$ cat src/rtl/instr_encoder_loader_if.sv
`default_nettype none
// ============================================================================
// Module      : instr_encoder_loader_if
// Description : Field-bundle handshake and instruction-memory write port
//               bundle for the instruction encoder/loader.
// Revision    : 1.0 - initial release
// ============================================================================
interface instr_encoder_loader_if;
    logic        in_valid;
    logic        in_ready;
    logic [3:0]  opcode;
    logic        addressing_mode;
    logic [2:0]  reg1;
    logic [2:0]  reg2;
    logic [2:0]  reg3;
    logic [4:0]  data_mem;
    logic [4:0]  instruction_mem;
    logic        im_we;
    logic [4:0]  im_addr;
    logic [15:0] im_wdata;
    logic        im_ack;

    // Harness side: supplies field bundles and acts as the memory.
    modport master (
        output in_valid, opcode, addressing_mode, reg1, reg2, reg3,
               data_mem, instruction_mem, im_ack,
        input  in_ready, im_we, im_addr, im_wdata
    );

    // Loader side.
    modport slave (
        input  in_valid, opcode, addressing_mode, reg1, reg2, reg3,
               data_mem, instruction_mem, im_ack,
        output in_ready, im_we, im_addr, im_wdata
    );
endinterface
`default_nettype wire

$ cat src/rtl/instr_encoder_loader.sv
`default_nettype none
// ============================================================================
// Module      : instr_encoder_loader
// Description : Packs decoded instruction fields into 16-bit words, queues
//               them in a FIFO and writes them sequentially to instr memory.
// Revision    : 1.0 - initial release
// ============================================================================
module instr_encoder_loader #(
    parameter int DEPTH     = 4,
    parameter int BASE_ADDR = 0
) (
    input  wire logic             clk,
    input  wire logic             rst_n,
    input  wire logic             start,
    instr_encoder_loader_if.slave bus,
    output logic                  busy,
    output logic                  done,
    output logic [5:0]            count
);

    localparam int                 c_PTR_W     = (DEPTH > 1) ? $clog2(DEPTH) : 1;
    localparam logic [c_PTR_W:0]   c_DEPTH_L   = (c_PTR_W + 1)'(DEPTH);
    localparam logic [c_PTR_W-1:0] c_PTR_ONE   = 1;
    localparam logic [c_PTR_W:0]   c_LVL_ONE   = 1;
    localparam logic [4:0]         c_BASE      = 5'(BASE_ADDR);
    localparam logic [4:0]         c_LAST_ADDR = 5'd31;
    localparam logic [3:0]         c_OP_HALT   = 4'hF;

    typedef enum logic [1:0] {
        S_IDLE  = 2'd0,
        S_LOAD  = 2'd1,
        S_DRAIN = 2'd2,
        S_DONE  = 2'd3
    } state_t;

    state_t              r_state;
    logic [15:0]         r_fifo [DEPTH];
    logic [c_PTR_W-1:0]  r_wr_ptr;
    logic [c_PTR_W-1:0]  r_rd_ptr;
    logic [c_PTR_W:0]    r_level;
    logic [4:0]          r_push_addr;
    logic [4:0]          r_wr_addr;
    logic [5:0]          r_count;
    logic                r_busy;
    logic                r_done;

    logic [15:0]         w_word;
    logic [c_PTR_W:0]    w_level_nxt;
    logic                w_full;
    logic                w_empty;
    logic                w_active;
    logic                w_ready;
    logic                w_we;
    logic                w_push;
    logic                w_pop;

    assign w_full   = (r_level == c_DEPTH_L);
    assign w_empty  = (r_level == '0);
    assign w_active = (r_state == S_LOAD) || (r_state == S_DRAIN);
    // A start pulse flushes the queue, so nothing is accepted or written on it.
    assign w_ready  = (r_state == S_LOAD) && !w_full && !start;
    assign w_we     = w_active && !w_empty && !start;
    assign w_push   = w_ready && bus.in_valid;
    assign w_pop    = w_we && bus.im_ack;

    always_comb begin
        w_word        = '0;
        w_word[15:12] = bus.opcode;
        w_word[11]    = bus.addressing_mode;
        case (bus.opcode)
            4'h0: begin
                w_word[10:8] = bus.reg1;
                if (bus.addressing_mode) w_word[7:3] = bus.data_mem;
                else                     w_word[7:5] = bus.reg2;
            end
            4'h1, 4'h2, 4'h3, 4'h4, 4'h7, 4'h8, 4'hA: begin
                w_word[10:8] = bus.reg1;
                w_word[7:5]  = bus.reg2;
                if (bus.addressing_mode) w_word[4:0] = bus.data_mem;
                else                     w_word[4:2] = bus.reg3;
            end
            4'h5, 4'h6, 4'h9: begin
                if (bus.addressing_mode) w_word[10:6] = bus.data_mem;
                else                     w_word[10:8] = bus.reg1;
            end
            4'hB: begin
                w_word[10:8] = bus.reg1;
                w_word[7:3]  = bus.data_mem;
            end
            4'hC: begin
                w_word[10:6] = bus.instruction_mem;
                w_word[5:3]  = bus.reg1;
            end
            4'hD: w_word[10:6] = bus.instruction_mem;
            default: ;
        endcase
    end

    always_comb begin
        w_level_nxt = r_level;
        case ({w_push, w_pop})
            2'b10:   w_level_nxt = r_level + c_LVL_ONE;
            2'b01:   w_level_nxt = r_level - c_LVL_ONE;
            default: ;
        endcase
    end

    always_ff @(posedge clk) begin
        if (w_push) r_fifo[r_wr_ptr] <= w_word;
    end

    always_ff @(posedge clk or negedge rst_n) begin
        if (!rst_n) begin
            r_state     <= S_IDLE;
            r_wr_ptr    <= '0;
            r_rd_ptr    <= '0;
            r_level     <= '0;
            r_push_addr <= '0;
            r_wr_addr   <= '0;
            r_count     <= '0;
            r_busy      <= 1'b0;
            r_done      <= 1'b0;
        end else if (start) begin
            r_state     <= S_LOAD;
            r_wr_ptr    <= '0;
            r_rd_ptr    <= '0;
            r_level     <= '0;
            r_push_addr <= c_BASE;
            r_wr_addr   <= c_BASE;
            r_count     <= '0;
            r_busy      <= 1'b1;
            r_done      <= 1'b0;
        end else begin
            r_level <= w_level_nxt;
            if (w_push) begin
                r_wr_ptr    <= r_wr_ptr + c_PTR_ONE;
                r_push_addr <= r_push_addr + 5'd1;
            end
            if (w_pop) begin
                r_rd_ptr  <= r_rd_ptr + c_PTR_ONE;
                r_wr_addr <= r_wr_addr + 5'd1;
                r_count   <= r_count + 6'd1;
            end
            case (r_state)
                // Limit is tracked on accepted words so the address never wraps.
                S_LOAD: begin
                    if (w_push && (bus.opcode == c_OP_HALT || r_push_addr == c_LAST_ADDR))
                        r_state <= S_DRAIN;
                end
                S_DRAIN: begin
                    if (w_empty) begin
                        r_state <= S_DONE;
                        r_busy  <= 1'b0;
                        r_done  <= 1'b1;
                    end
                end
                default: ;
            endcase
        end
    end

    assign bus.in_ready = w_ready;
    assign bus.im_we    = w_we;
    assign bus.im_addr  = r_wr_addr;
    assign bus.im_wdata = w_we ? r_fifo[r_rd_ptr] : 16'h0000;
    assign busy         = r_busy;
    assign done         = r_done;
    assign count        = r_count;

endmodule
`default_nettype wire

$ cat src/flat_wrapper.sv
// flat-port wrapper written by rule: the top's interface ports become plain ports
module instr_encoder_loader_flat 
#(
    parameter int DEPTH     = 4,
    parameter int BASE_ADDR = 0
)
  (clk, rst_n, start, busy, done, count, bus_in_valid, bus_opcode, bus_addressing_mode, bus_reg1, bus_reg2, bus_reg3, bus_data_mem, bus_instruction_mem, bus_im_ack, bus_in_ready, bus_im_we, bus_im_addr, bus_im_wdata);
  instr_encoder_loader_if bus_i ();
  input  wire logic clk;
  input  wire logic rst_n;
  input  wire logic start;
  output logic busy;
  output logic done;
  output logic [5:0] count;
  input wire logic [$bits(bus_i.in_valid)-1:0] bus_in_valid;
  input wire logic [$bits(bus_i.opcode)-1:0] bus_opcode;
  input wire logic [$bits(bus_i.addressing_mode)-1:0] bus_addressing_mode;
  input wire logic [$bits(bus_i.reg1)-1:0] bus_reg1;
  input wire logic [$bits(bus_i.reg2)-1:0] bus_reg2;
  input wire logic [$bits(bus_i.reg3)-1:0] bus_reg3;
  input wire logic [$bits(bus_i.data_mem)-1:0] bus_data_mem;
  input wire logic [$bits(bus_i.instruction_mem)-1:0] bus_instruction_mem;
  input wire logic [$bits(bus_i.im_ack)-1:0] bus_im_ack;
  output wire logic [$bits(bus_i.in_ready)-1:0] bus_in_ready;
  output wire logic [$bits(bus_i.im_we)-1:0] bus_im_we;
  output wire logic [$bits(bus_i.im_addr)-1:0] bus_im_addr;
  output wire logic [$bits(bus_i.im_wdata)-1:0] bus_im_wdata;
  assign bus_i.in_valid = bus_in_valid;
  assign bus_i.opcode = bus_opcode;
  assign bus_i.addressing_mode = bus_addressing_mode;
  assign bus_i.reg1 = bus_reg1;
  assign bus_i.reg2 = bus_reg2;
  assign bus_i.reg3 = bus_reg3;
  assign bus_i.data_mem = bus_data_mem;
  assign bus_i.instruction_mem = bus_instruction_mem;
  assign bus_i.im_ack = bus_im_ack;
  assign bus_in_ready = bus_i.in_ready;
  assign bus_im_we = bus_i.im_we;
  assign bus_im_addr = bus_i.im_addr;
  assign bus_im_wdata = bus_i.im_wdata;
  instr_encoder_loader #(.DEPTH(DEPTH), .BASE_ADDR(BASE_ADDR)) u_core (.clk(clk), .rst_n(rst_n), .start(start), .bus(bus_i), .busy(busy), .done(done), .count(count));
endmodule
$ cat config.mk
export PLATFORM = sky130hd
export DESIGN_NAME = instr_encoder_loader_flat
export DESIGN_NICKNAME = d
export VERILOG_FILES = /design/src/rtl/instr_encoder_loader_if.sv /design/src/rtl/instr_encoder_loader.sv /design/src/flat_wrapper.sv
export SDC_FILE = /design/constraint.sdc
export NUM_CORES = 1
export LEC_CHECK = 0
export CAP_MARGIN = 15
export CORE_AREA = 2 2 124 126
export CTS_BUF_LIST = sky130_fd_sc_hd__clkbuf_4
export DETAILED_ROUTE_END_ITERATION = 8
export DIE_AREA = 0 0 126 128
export GPL_TIMING_DRIVEN = 0
export PLACE_DENSITY = 0.49
export SLEW_MARGIN = 25
export SYNTH_ARGS = -nofsm -noshare
export SYNTH_HDL_FRONTEND = slang
export SYNTH_SLANG_ARGS = --single-unit
$ cat constraint.sdc
create_clock -name clk -period 2.1 [get_ports clk]
set_input_delay 0.315 -clock clk [delete_from_list [all_inputs] [get_ports clk]]
set_output_delay 0.315 -clock clk [all_outputs]
set_load 0.02 [all_outputs]
# Yosys cells after proc, flatten, opt, wreduce, memory -nomap -nowiden
# Memories as Yosys holds them, arrays and structs flattened.
# Cells that the tools add are included.
[op_classes]
addsub = 7
n_eq_ne = 22
n_mux = 32
n_reduce_logical = 25
[op_table]
columns = ["op", "n"]
rows = [
  ["equality test 4 bit (second input constant)", 7],
  ["case mux 5 bit (5 select lines)", 1],
  ["two-way mux 5 bit", 4],
  ["equality test 4 x 3 -> 1 bit (second input constant)", 4],
  ["two-way mux 16 bit", 1],
  ["two-way mux 2 bit", 8],
  ["two-way mux 3 bit", 5],
  ["two-way mux 6 bit", 2],
  ["case mux 3 bit (4 select lines)", 1],
  ["adder 5 x 1 -> 5 bit (second input constant)", 2],
  ["equality test 4 x 2 -> 1 bit (second input constant)", 2],
  ["two-way mux 1 bit", 8],
  ["nonzero test 2 bit", 4],
  ["logical AND 1 bit", 7],
  ["OR reduction 7 bit", 1],
  ["adder 6 x 1 -> 6 bit (second input constant)", 1],
  ["case mux 3 bit (2 select lines)", 1],
  ["nonzero test 3 bit", 2],
  ["equality test 5 bit (second input constant)", 1],
  ["adder 2 x 1 -> 2 bit (second input constant)", 2],
  ["equality test 2 x 1 -> 1 bit (second input constant)", 2],
  ["equality test 2 bit (second input constant)", 2],
  ["equality test 4 x 1 -> 1 bit (second input constant)", 1],
  ["logical NOT 4 bit", 1],
  ["13 further kinds", 16],
]
[totals]
regBits = 27
ram_bits = 64
output_inout_bits = 31
wordCells = 96
memories = 1
[memory_table]
columns = ["name", "depth", "word_bits", "rd", "rd_clocked_by_memory_dff", "write_ports", "line", "rtl"]
rows = [
  ["u_core.r_fifo", 4, 16, 1, 0, 1, "instr_encoder_loader.sv:37", "logic [15:0] r_fifo [DEPTH];"],
]

# Depth between registers and ports, before layout
[depth]
depth_word = 9
mapped_depth = 9
mapped_depth_nobuf = 9

# Worst setup path after synthesis
# OpenSTA, ideal clock, no wires.
[synth_timing]
path_kind = "reg-to-reg"
start = "register u_core.r_state[0]"
end = "register u_core.r_level[1]"
setup_ns = 0.120
t_arrival_ns = 2.056
setup_slack_ns = -0.076
path_stages_with_launch = 9
n_path_buf = 0
synth_period_minus_slack_ns = 2.176
path_cell_list = "dfrtp_1 -> inv_1 -> ha_1 -> nor3b_2 -> o211ai_1 -> inv_1 -> fa_1 -> and3_1 -> a31o_1"
[synth_via]
elab_chain_len = 8
word_cells_on_any_way = 14
cone_classes = "4 x eq/ne; 2 x mux; 8 x reduce/logical"
[synth_lines]
columns = ["element", "line", "rtl"]
rows = [
  ["from (decl)", "instr_encoder_loader.sv:36", "state_t r_state;"],
  ["from (signal assigned)", "instr_encoder_loader.sv:114", "r_state <= S_IDLE;"],
  ["from (signal assigned)", "instr_encoder_loader.sv:124", "r_state <= S_LOAD;"],
  ["from (signal assigned)", "instr_encoder_loader.sv:148", "r_state <= S_DRAIN;"],
  ["equality test 2 x 1 -> 1 bit or equality test 2 bit (tied branches)", "instr_encoder_loader.sv:59, instr_encoder_loader.sv:61", ""],
  ["logical OR 1 bit", "instr_encoder_loader.sv:59", "assign w_active = (r_state == S_LOAD) || (r_state == S_DRAIN);"],
  ["logical AND 1 bit (2 in series)", "instr_encoder_loader.sv:62", "assign w_we = w_active && !w_empty && !start;"],
  ["logical AND 1 bit", "instr_encoder_loader.sv:64", "assign w_pop = w_we && bus.im_ack;"],
  ["equality test 2 x 1 -> 1 bit or equality test 2 bit (tied branches)", "instr_encoder_loader.sv:101", "case ({w_push, w_pop})"],
  ["case mux 3 bit (2 select lines)", "instr_encoder_loader.sv:101", ""],
  ["two-way mux 3 bit", "instr_encoder_loader.sv:123", "end else if (start) begin"],
  ["to (signal assigned)", "instr_encoder_loader.sv:134", "r_level <= w_level_nxt;"],
  ["to (decl)", "instr_encoder_loader.sv:40", "logic [c_PTR_W:0] r_level;"],
]
# Several ways; a longest one is shown, not always the timed one.
# A chain may end at the register's enable or synchronous reset.

# Worst setup path in the final report
[layout_timing]
start = "register u_core.r_state[0]"
end = "output port bus_im_wdata[10]"
[layout_via]
elab_chain_len = 5
word_cells_on_any_way = 6
cone_classes = "2 x eq/ne; 1 x mux; 3 x reduce/logical"
[layout_lines]
columns = ["element", "line", "rtl"]
rows = [
  ["equality test 2 x 1 -> 1 bit or equality test 2 bit (tied branches)", "instr_encoder_loader.sv:59", ""],
  ["logical OR 1 bit *", "instr_encoder_loader.sv:59", ""],
  ["logical AND 1 bit * (2 in series)", "instr_encoder_loader.sv:62", ""],
  ["two-way mux 16 bit *", "instr_encoder_loader.sv:165", "assign bus.im_wdata = w_we ? r_fifo[r_rd_ptr] : 16'h0000;"],
  ["to (decl)", "flat_wrapper.sv:27", "output wire logic [$bits(bus_i.im_wdata)-1:0] bus_im_wdata;"],
]
# Every way passes the cells marked *; elsewhere a longest branch is shown, timed or not.

==> metrics.yaml <==
die:
  io_pins: 60
  design.core.area_mm2: 0.0149
  num_rows: 45
  die_w_um: 126
  initial_core_util_pct: 29.1
  die_h_um: 128
  die_area_mm2: 0.0161
placement:
  place.gp.congestion: 0.814
  place_area_mm2: 0.00516
  port_buffers: 59
  dp_hpwl_um: 6740
  place_ws_ns: -0.915
synth:
  synth_edf_count: 64
  yosysMostFrequentCell: "edfxtp_1"
  synth.distinct_cells: 55
  synthTopCellsByArea: "edfxtp_1 44%, dfrtp_1 16%, mux4_2 8.3%, ha_1 2.9%, nor2b_1 2.6%"
  synthArstFlopShare_pct: 29.7
  syn_inst: 314
  yosysTopAreaCellShare_pct: 44.4
  synth_seq_cells: 91
  synth_compound_area_share_pct: 7.00
  synth_commonest_cells: "64 x edfxtp_1, 27 x dfrtp_1, 23 x nor2_1, 18 x nor2b_1, 17 x nand2_1"
  synth_top_cell_by_area: "edfxtp_1"
  synth_mux_area_share_pct: 9.54
  syn-num-nets: 354
  yosys.area_share.adder_pct: 3.35
  synth-simple-area-share_pct: 14.4
  synth_top_family_by_area: "simple AND/OR/NAND/NOR gates"
  syn_area_per_cell_um2: 13.8
  ys_warn_count: 0
  synth_ff_type: "edfxtp_1"
  yosysSeqAreaShare_pct: 60.0
  synth_xor_area_share_pct: 2.83
  synth_area_mm2: 0.00433
power:
  power_w: 0.00621
  leakage_nw: 2.12
  vdd_drop_max_mv: 0.698
  cellPowerDensity_mw_per_mm2: 1090
worst_setup_path:
  critical_path_class: "flop to output port"
  crit_path_start_kind: "flop"
  crit_fanout: 10
  reg2regPathDepth: 9
  cp.required_ns: 1.78
  r2r-end: "u_core.r_level[1]"
  crit_path_end_kind: "output port"
  ff2ff_setup_slack_ns: -0.08
  r2r_start: "u_core.r_state[1]"
  cp.arrival_ns: 1.96
flow_run:
  drv_cap: 0
clocking:
  cts.htree.levels: 3
  path_clk_slew_ns: 0.14
  cts_tree: "yes"
  cts_max_path_buffers: 2
  cts.sinks: 91
  cts_root_buf: "clkbuf_4"
  clock_latency_ns: 0.45
  cts-buffers-inserted: 9
cells_and_area:
  final_area_mm2: 0.00569
  multi_input_area_mm2: 0.00173
  syn_to_final_growth_pct: 31.5
  finish.utilization_pct: 38.3
  n_antenna_cell: 0
  nets: 444
  regArea_mm2: 0.00260
  fillers: 1427
  drive_gt1_share_pct: 28.2
drt:
  ant_nets: 0
  drt_iter0_drc: 151
  dr.pass1.iters: 4
  wl_per_cell_um: 17.2
  viasPerCell: 4.81
  drc_errors: 0
  vias: 2865
  drt-total-wl_um: 10300
sta:
  worst_clock_skew_ns: 0.00865
  slew_headroom_pct: 56.8
  worstMarginPinSlew_ns: 0.648
  fmax_mhz: 440
  setup_viol_count_final: 19
  rsz0062_at_grt: "true"
  drv_slew: 0
  whs_ns: 0.396
  setup_slack_ns: -0.175
  fin_crit_sh_pct: 108
  hold_viol_final: 0
  min_period_ns: 2.27
global_routing:
  antenna_found_initial: 0
  overflow: 0
  grt_pass1_wl_um: 16400
  grt_pass1_vias: 2914
  grt_start_max_net_pins: 28
  track_usage_pct: 13.4
worst_hold_path:
  hp-class: "primary input to async pin"
run_status:
  status: "finished with violations"
  violations: "setup timing"
-- cell usage in the layout (no fill, tap or decap), types with 4 or more instances in the layout --
cell             instances
edfxtp_1                64
clkdlybuf4s50_1         40
buf_4                   26
nor2_1                  23
dfrtp_1                 23
nand2_1                 17
mux4_2                  16
buf_6                   12
clkbuf_4                10
nor2b_1                  9
xor2_1                   9
inv_1                    8
a21oi_1                  8
nand3_1                  8
ha_1                     8
buf_12                   6
nor2b_2                  5
and2_1                   5
xnor2_1                  5
and3_4                   5
nor2b_4                  4
a22o_1                   4
and3_1                   4
nand4_1                  4
o21ai_0                  4
dfrtp_2                  4
-- registers in the layout, summed over array words and instances, names as in the netlist --
signal	flops
u_core.r_level	3
u_core.bus.im_addr	5
u_core.busy	1
u_core.r_wr_ptr	2
u_core.r_rd_ptr	2
u_core.count	6
u_core.done	1
u_core.r_push_addr	5
u_core.r_state	2
u_core.r_fifo	64
-- critical path: stages, from the launching register on --
cell,delay [ns]
dfrtp_1,0.42
inv_2,0.08
ha_4,0.20
or3_4,0.38
buf_12,0.17
nor2b_1,0.10
buf_4,0.14
-- through the flow --
step	TNS, ns	instances
2_1_floorplan	-0.00955	314
3_3_place_gp	-54.72	561
3_5_place_dp	-57.43	561
4_1_cts	-4.34	587
5_1_grt	-4.82	596
6_report	-2.85	596
-- per-layer routing --
metal | vias up | part of all wire, % | global-route usage [%]
met2 | 80 | 47 | 21.0
met3 | 6 | 4.6 | 4.13
met4 | 0 | 0.88 | 3.68
met5 | - | 0 | 0
li1 | 1373 | - | -
met1 | 1406 | 48 | 18.0
-- cell type report --
class,instances,area share (%)
Timing Repair Buffer,82,13.9
Multi-Input combinational cell,196,30.4
Clock buffer,9,1.19
Inverter,10,0.704
Buffer,14,2.31
Sequential cell,91,45.7
Tap cell,188,4.13
Clock inverter,6,1.58
-- where the power goes --
part / total (W) / internal (W) / switching, W
Combinational: 0.00277 / 0.00143 / 0.00134
Sequential: 0.00236 / 0.00219 / 0.000170
Clock: 0.00107 / 0.000481 / 0.000593
-- worst max path at each step --
stage | startpoint | end | slack [ns] | depth (start not counted)
global placement | start | bus_im_wdata[13] | -0.91 | 6
global route | u_core.r_state[1] | bus_im_wdata[6] | -0.29 | 5
CTS | u_core.r_state[0] | bus_im_wdata[12] | -0.29 | 6
finish | u_core.r_state[0] | bus_im_wdata[10] | -0.17 | 6
detailed placement | start | bus_im_wdata[13] | -0.91 | 6
floorplan | u_core.r_state[0] | bus_im_wdata[10] | -0.001 | 6
-- timing repair --
| item | 4_1_cts | 5_1_grt |
|---|---|---|
| setup buffers | 12 | 10 |
| endpoints found under the setup margin | 92 | 36 |
| gates resized for setup | 125 | 31 |
| hold buffers | 1 | 0 |
| hold endpoints to repair | 27 | 0 |
| pin swaps | 4 | 8 |
-- cell families (layout without fill, tap and decap cells) --
kind of cell / count (synthesis) / after routing
AOI/OAI and AO/OA: 41 / 41
xor gates and xnor gates: 14 / 14
adders and majority gates: 11 / 11
buffers and inverters: 27 / 121
DFF: 91 / 91
muxes: 21 / 21
and+or+nand+nor: 109 / 109
Power figures use the tool's default switching activity.
==> variant 1, RTL diff (same flow settings) <==
`DEPTH` is set to 4 in 2 places; all go to 2.
--- a/src/rtl/instr_encoder_loader.sv
+++ b/src/rtl/instr_encoder_loader.sv
@@ -6,7 +6,7 @@
 // Revision    : 1.0 - initial release
 // ============================================================================
 module instr_encoder_loader #(
-    parameter int DEPTH     = 4,
+    parameter int DEPTH     = 2,
     parameter int BASE_ADDR = 0
 ) (
     input  wire logic             clk,
--- a/src/flat_wrapper.sv
+++ b/src/flat_wrapper.sv
@@ -1,7 +1,7 @@
 // flat-port wrapper written by rule: the top's interface ports become plain ports
 module instr_encoder_loader_flat 
 #(
-    parameter int DEPTH     = 4,
+    parameter int DEPTH     = 2,
     parameter int BASE_ADDR = 0
 )
   (clk, rst_n, start, busy, done, count, bus_in_valid, bus_opcode, bus_addressing_mode, bus_reg1, bus_reg2, bus_reg3, bus_data_mem, bus_instruction_mem, bus_im_ack, bus_in_ready, bus_im_we, bus_im_addr, bus_im_wdata);
Formal check against the unedited RTL: not equivalent (Yosys sat finds a counterexample within 4 cycles, from zero or initial values and one cycle with rst_n low).
==> variant 1 against the original RTL <==
- area after synthesis fell by 35%
- worst setup slack improved by 0.13 ns
- the flow still finishes with violations (negative setup slack)
- final area fell by 29%
- critical path depth rose by 1
- utilization fell by 11 points
- global-route usage fell by 4.4 points
- wire length fell by 29%
- sequential cell count fell by 35
- hold slack improved by 0.033 ns
- power fell by 64%
- synthesized cell count fell by 19%
- register-to-register slack improved by 0.24 ns
==> variant 1: results (changes against the original RTL) <==
* CP Max Fanout at 6 (-4)
* Logic inverters at 7 (-3)
* Crit path arrival time at 1.83 ns (-0.13 ns)
* Clock buf count at 5 (-4)
* WL met2 at 3639 um (-24%)
* Placed cell count at 502 (-11%)
* CP delay by family, top: flip-flops
* Worst setup margin at -0.04162 ns (+0.1332 ns)
* Relative slew slack at 0.5824 (+0.01471)
* Commonest cells post-synth: nor2_1, edfxtp_1, dfrtp_1
* Initial antenna violation count at 1 (+1)
* Critical Path End: bus_im_wdata[12]
* Average size of a mapped cell at 11.15 sq um (-19%)
* Met2 usage at 0.1540 (-0.05598)
* Worst reg2reg endpoint: u_core.r_state[0]$_DFFE_PN0P_
* Least-Margin Pin Slew at 0.6263 ns (-0.02207 ns)
* EDFF count, synth at 32 (-50%)
* R2R cell count at 7 (-2)
* FF+latch area at 1562 sq um (-40%)
* # clock sinks at 56 (-38%)
* Met3 WL post-DR at 289 um (-39%)
* Seq/Total Area, Yosys at 0.5515 (-0.04887)
* Worst skew pair latency at 0.38 ns (-0.07 ns)
* Fraction of area in multi-input gates at 0.3295 (+0.02521)
* Internal Power at 1.647 mW (-60%)
* Setup TNS at -0.3153 ns (+2.535 ns)
* Nets at 366 (-18%)
* Failing checks: negative setup slack
* Reg power frac at 0.555 (+0.174)
* Netlist cell types at 47 (-15%)
* Via density at 4.258 (-11%)
* WL final at 7243 um (-29%)
* Final non-filler cell total at 520 (-13%)
* CTS clock-pin slew for the worst setup and hold paths at 0.18 ns (+0.04 ns)
* Post-Place Cell Area at 3679 sq um (-29%)
* Max FFs per register at 32 (-50%)
* First-pass GRT wire length at 11470 um (-30%)
* Buffers on Ports at 59 (unchanged)
* Post-DP HPWL at 5382 um (-20%)
* RePlAce Congestion at 0.8809 (+8.2%)
* Final Cell Area at 4040 sq um (-29%)
* Layout non-clock buf frac at 0.1982 (+0.03593)
* Vias in the first global route at 2228 (-24%)
* GRT met3 Usage at 0.02337 (-0.01795)
* Met1 usage at 0.1093 (-0.07082)
* Repair and plain buffers at 84 (-13%)
* Status: finished, violations left
* Flop2flop setup slack at 0.16 ns (+0.24 ns)
* Hold WS at 0.4281 ns (+0.03255 ns)
* All-Layer GR Usage at 0.08935 (-0.04433)
* Lkg Pwr at 1.550 nW (-27%)
* Ratio of cells with drive above 1 in the final layout at 0.2319 (-0.04994)
* Mapped Nets at 289 (-18%)
* Fillers at 1574 (+10%)
* Asr flop ratio synth at 0.4286 (+0.1319)
* #MultiIn Comb at 177 (-9.7%)
* Final setup viols at 12 (-7)
-- variant 1: changes by cell type after synthesis, sizes merged, moves of 4 or more --
cell and change:
ha -4, nor2b -16, nor2 +13, mux4 -16, mux2i +20, edfxtp -32
clkbuf -4
-- variant 1: timing repair --
item | 4_1_cts | 5_1_grt
cloned | 0 | 1
endpoints found under the setup margin | 34 | 42
hold buffers | 1 | 0
buffers inserted | 1 | 7
pin swaps | 3 | 15
resized for setup | 106 | 48
hold endpoints to repair | 24 | 0
-- variant 1: kinds of logic (layout without fill, tap and decap cells) --
group / count (synthesis) / count (layout) / synth area share
and+or+nand+nor: 94 / 94 / 0.1657
DFF: 56 / 56 / 0.5515
AOI/OAI and AO/OA: 43 / 43 / 0.1069
muxes: 23 / 23 / 0.08131
buffers and inverters: 21 / 99 / 0.03403
xor gates and xnor gates: 11 / 11 / 0.03402
adders and majority gates: 6 / 6 / 0.02651
==> variant 2, RTL diff (same flow settings) <==
Without the edit above. Register the output `count` once more, cleared by the reset; this adds one clock of latency there. The other outputs are not delayed to match.
--- a/src/rtl/instr_encoder_loader.sv
+++ b/src/rtl/instr_encoder_loader.sv
@@ -165,7 +165,13 @@
     assign bus.im_wdata = w_we ? r_fifo[r_rd_ptr] : 16'h0000;
     assign busy         = r_busy;
     assign done         = r_done;
-    assign count        = r_count;
+    always_ff @(posedge clk or negedge rst_n) begin
+        if (!rst_n) begin
+            count <= '0;
+        end else begin
+            count <= r_count;
+        end
+    end
 
 endmodule
 `default_nettype wire
Function: changed (Yosys sat finds a counterexample within 4 cycles, from zero or initial values and one cycle with rst_n low).
==> variant 2 against the original RTL <==
- the flow still finishes with violations (negative setup slack)
- area after synthesis rose by 6.6%
- sequential cell count rose by 6
- largest cell class unchanged
- wire length rose by 4.3%
- critical path type unchanged
- first-iteration DRC count fell by 26%
- worst setup slack got worse by 0.11 ns
- final area rose by 4.4%
- count of clock-buffer cells in the layout did not move
- critical endpoint is now bus_im_wdata[12]
- power fell by 11%
- cell count rose by 4.5%
==> variant 2: results (changes against the original RTL) <==
* Status: finished, violations left
* Flop2flop setup slack at -0.12 ns (-0.04 ns)
* Setup TNS at -4.415 ns (-1.565 ns)
* Met1 usage at 0.1844 (+0.004232)
* First-pass GRT wire length at 17240 um (+4.8%)
* Nets at 470 (+5.9%)
* Area share of xor/xnor cells in the synthesized design at 0.02659 (-0.001753)
* Commonest cells post-synth: edfxtp_1, dfrtp_1, nand2_1
* WL met2 at 5133 um (+6.5%)
* Asr flop ratio synth at 0.3402 (+0.04350)
* Critical Path End: bus_im_wdata[12]
* Synthesized-area fraction occupied by adder cells at 0.03147 (-0.002075)
* Vias in the first global route at 3186 (+9.3%)
* CP Max Fanout at 5 (-5)
* Post-cts resize count at 126 (+0.80%)
* Worst reg2reg endpoint: u_core.r_level[2]$_DFFE_PN0P_
* Fillers at 1443 (+1.1%)
* RePlAce Congestion at 0.8720 (+7.1%)
* Placed cell count at 592 (+5.5%)
* Failing checks: negative setup slack
* Mapped Nets at 384 (+8.5%)
* Final setup viols at 18 (-1)
* Worst setup margin at -0.2804 ns (-0.1056 ns)
* Post-Place Cell Area at 5485 sq um (+6.4%)
* WL final at 10710 um (+4.3%)
==> variant 2: cell types whose count changed in the layout (fill, tap and decap cells not counted), sizes merged, moves of 5 or more <==
cell   unedited run  this run
mux2i             3        10
dfrtp            27        33
o21ai             6        11
nand2            17        23
==> variant 2: layout make-up <==
| type | count | area [sq um] | share of cell area |
|---|---|---|---|
| inverters | 10 | 43.79 | 0.007373 |
| multi-input cells | 213 | 1836 | 0.3090 |
| clock inverters | 7 | 87.58 | 0.01475 |
| well taps | 188 | 235.2 | 0.03960 |
| flip-flops and latches | 97 | 2753 | 0.4635 |
| clock buffers | 9 | 67.56 | 0.01138 |
| repair buffers | 82 | 774.5 | 0.1304 |
| plain buffers | 17 | 142.6 | 0.02402 |
==> variant 2: worst max-delay path: stages (launching register included) <==
cell       delay, ns
dfrtp_1         0.42
inv_2           0.09
ha_4            0.21
or3_4           0.45
clkbuf_16       0.19
nor2b_1         0.11
buf_4           0.14
==> variant 2: how the worst min path moves through the flow <==
stage | startpoint | endpoint | slack (ns) | cells past startpoint
global placement | u_core.r_count[5]$_DFFE_PN0P_ | u_core.count[5]$_DFF_PN0_ | 0.39 | 0
global route | rst_n | u_core.count[1]$_DFF_PN0_ | 0.20 | 2
floorplan | rst_n | u_core.bus.im_addr[0]$_DFFE_PN0P_ | 0.02 | 0
CTS | rst_n | u_core.count[1]$_DFF_PN0_ | 0.20 | 2
detailed placement | rst_n | u_core.count[1]$_DFF_PN0_ | 0.23 | 1
finish | rst_n | u_core.count[5]$_DFF_PN0_ | 0.24 | 2
==> variant 2: power by group <==
part           switching (mW)  internal, mW  total, mW
clock                   0.691         0.389       1.08
combinational            1.01          1.02       2.03
sequential              0.111          2.28       2.39
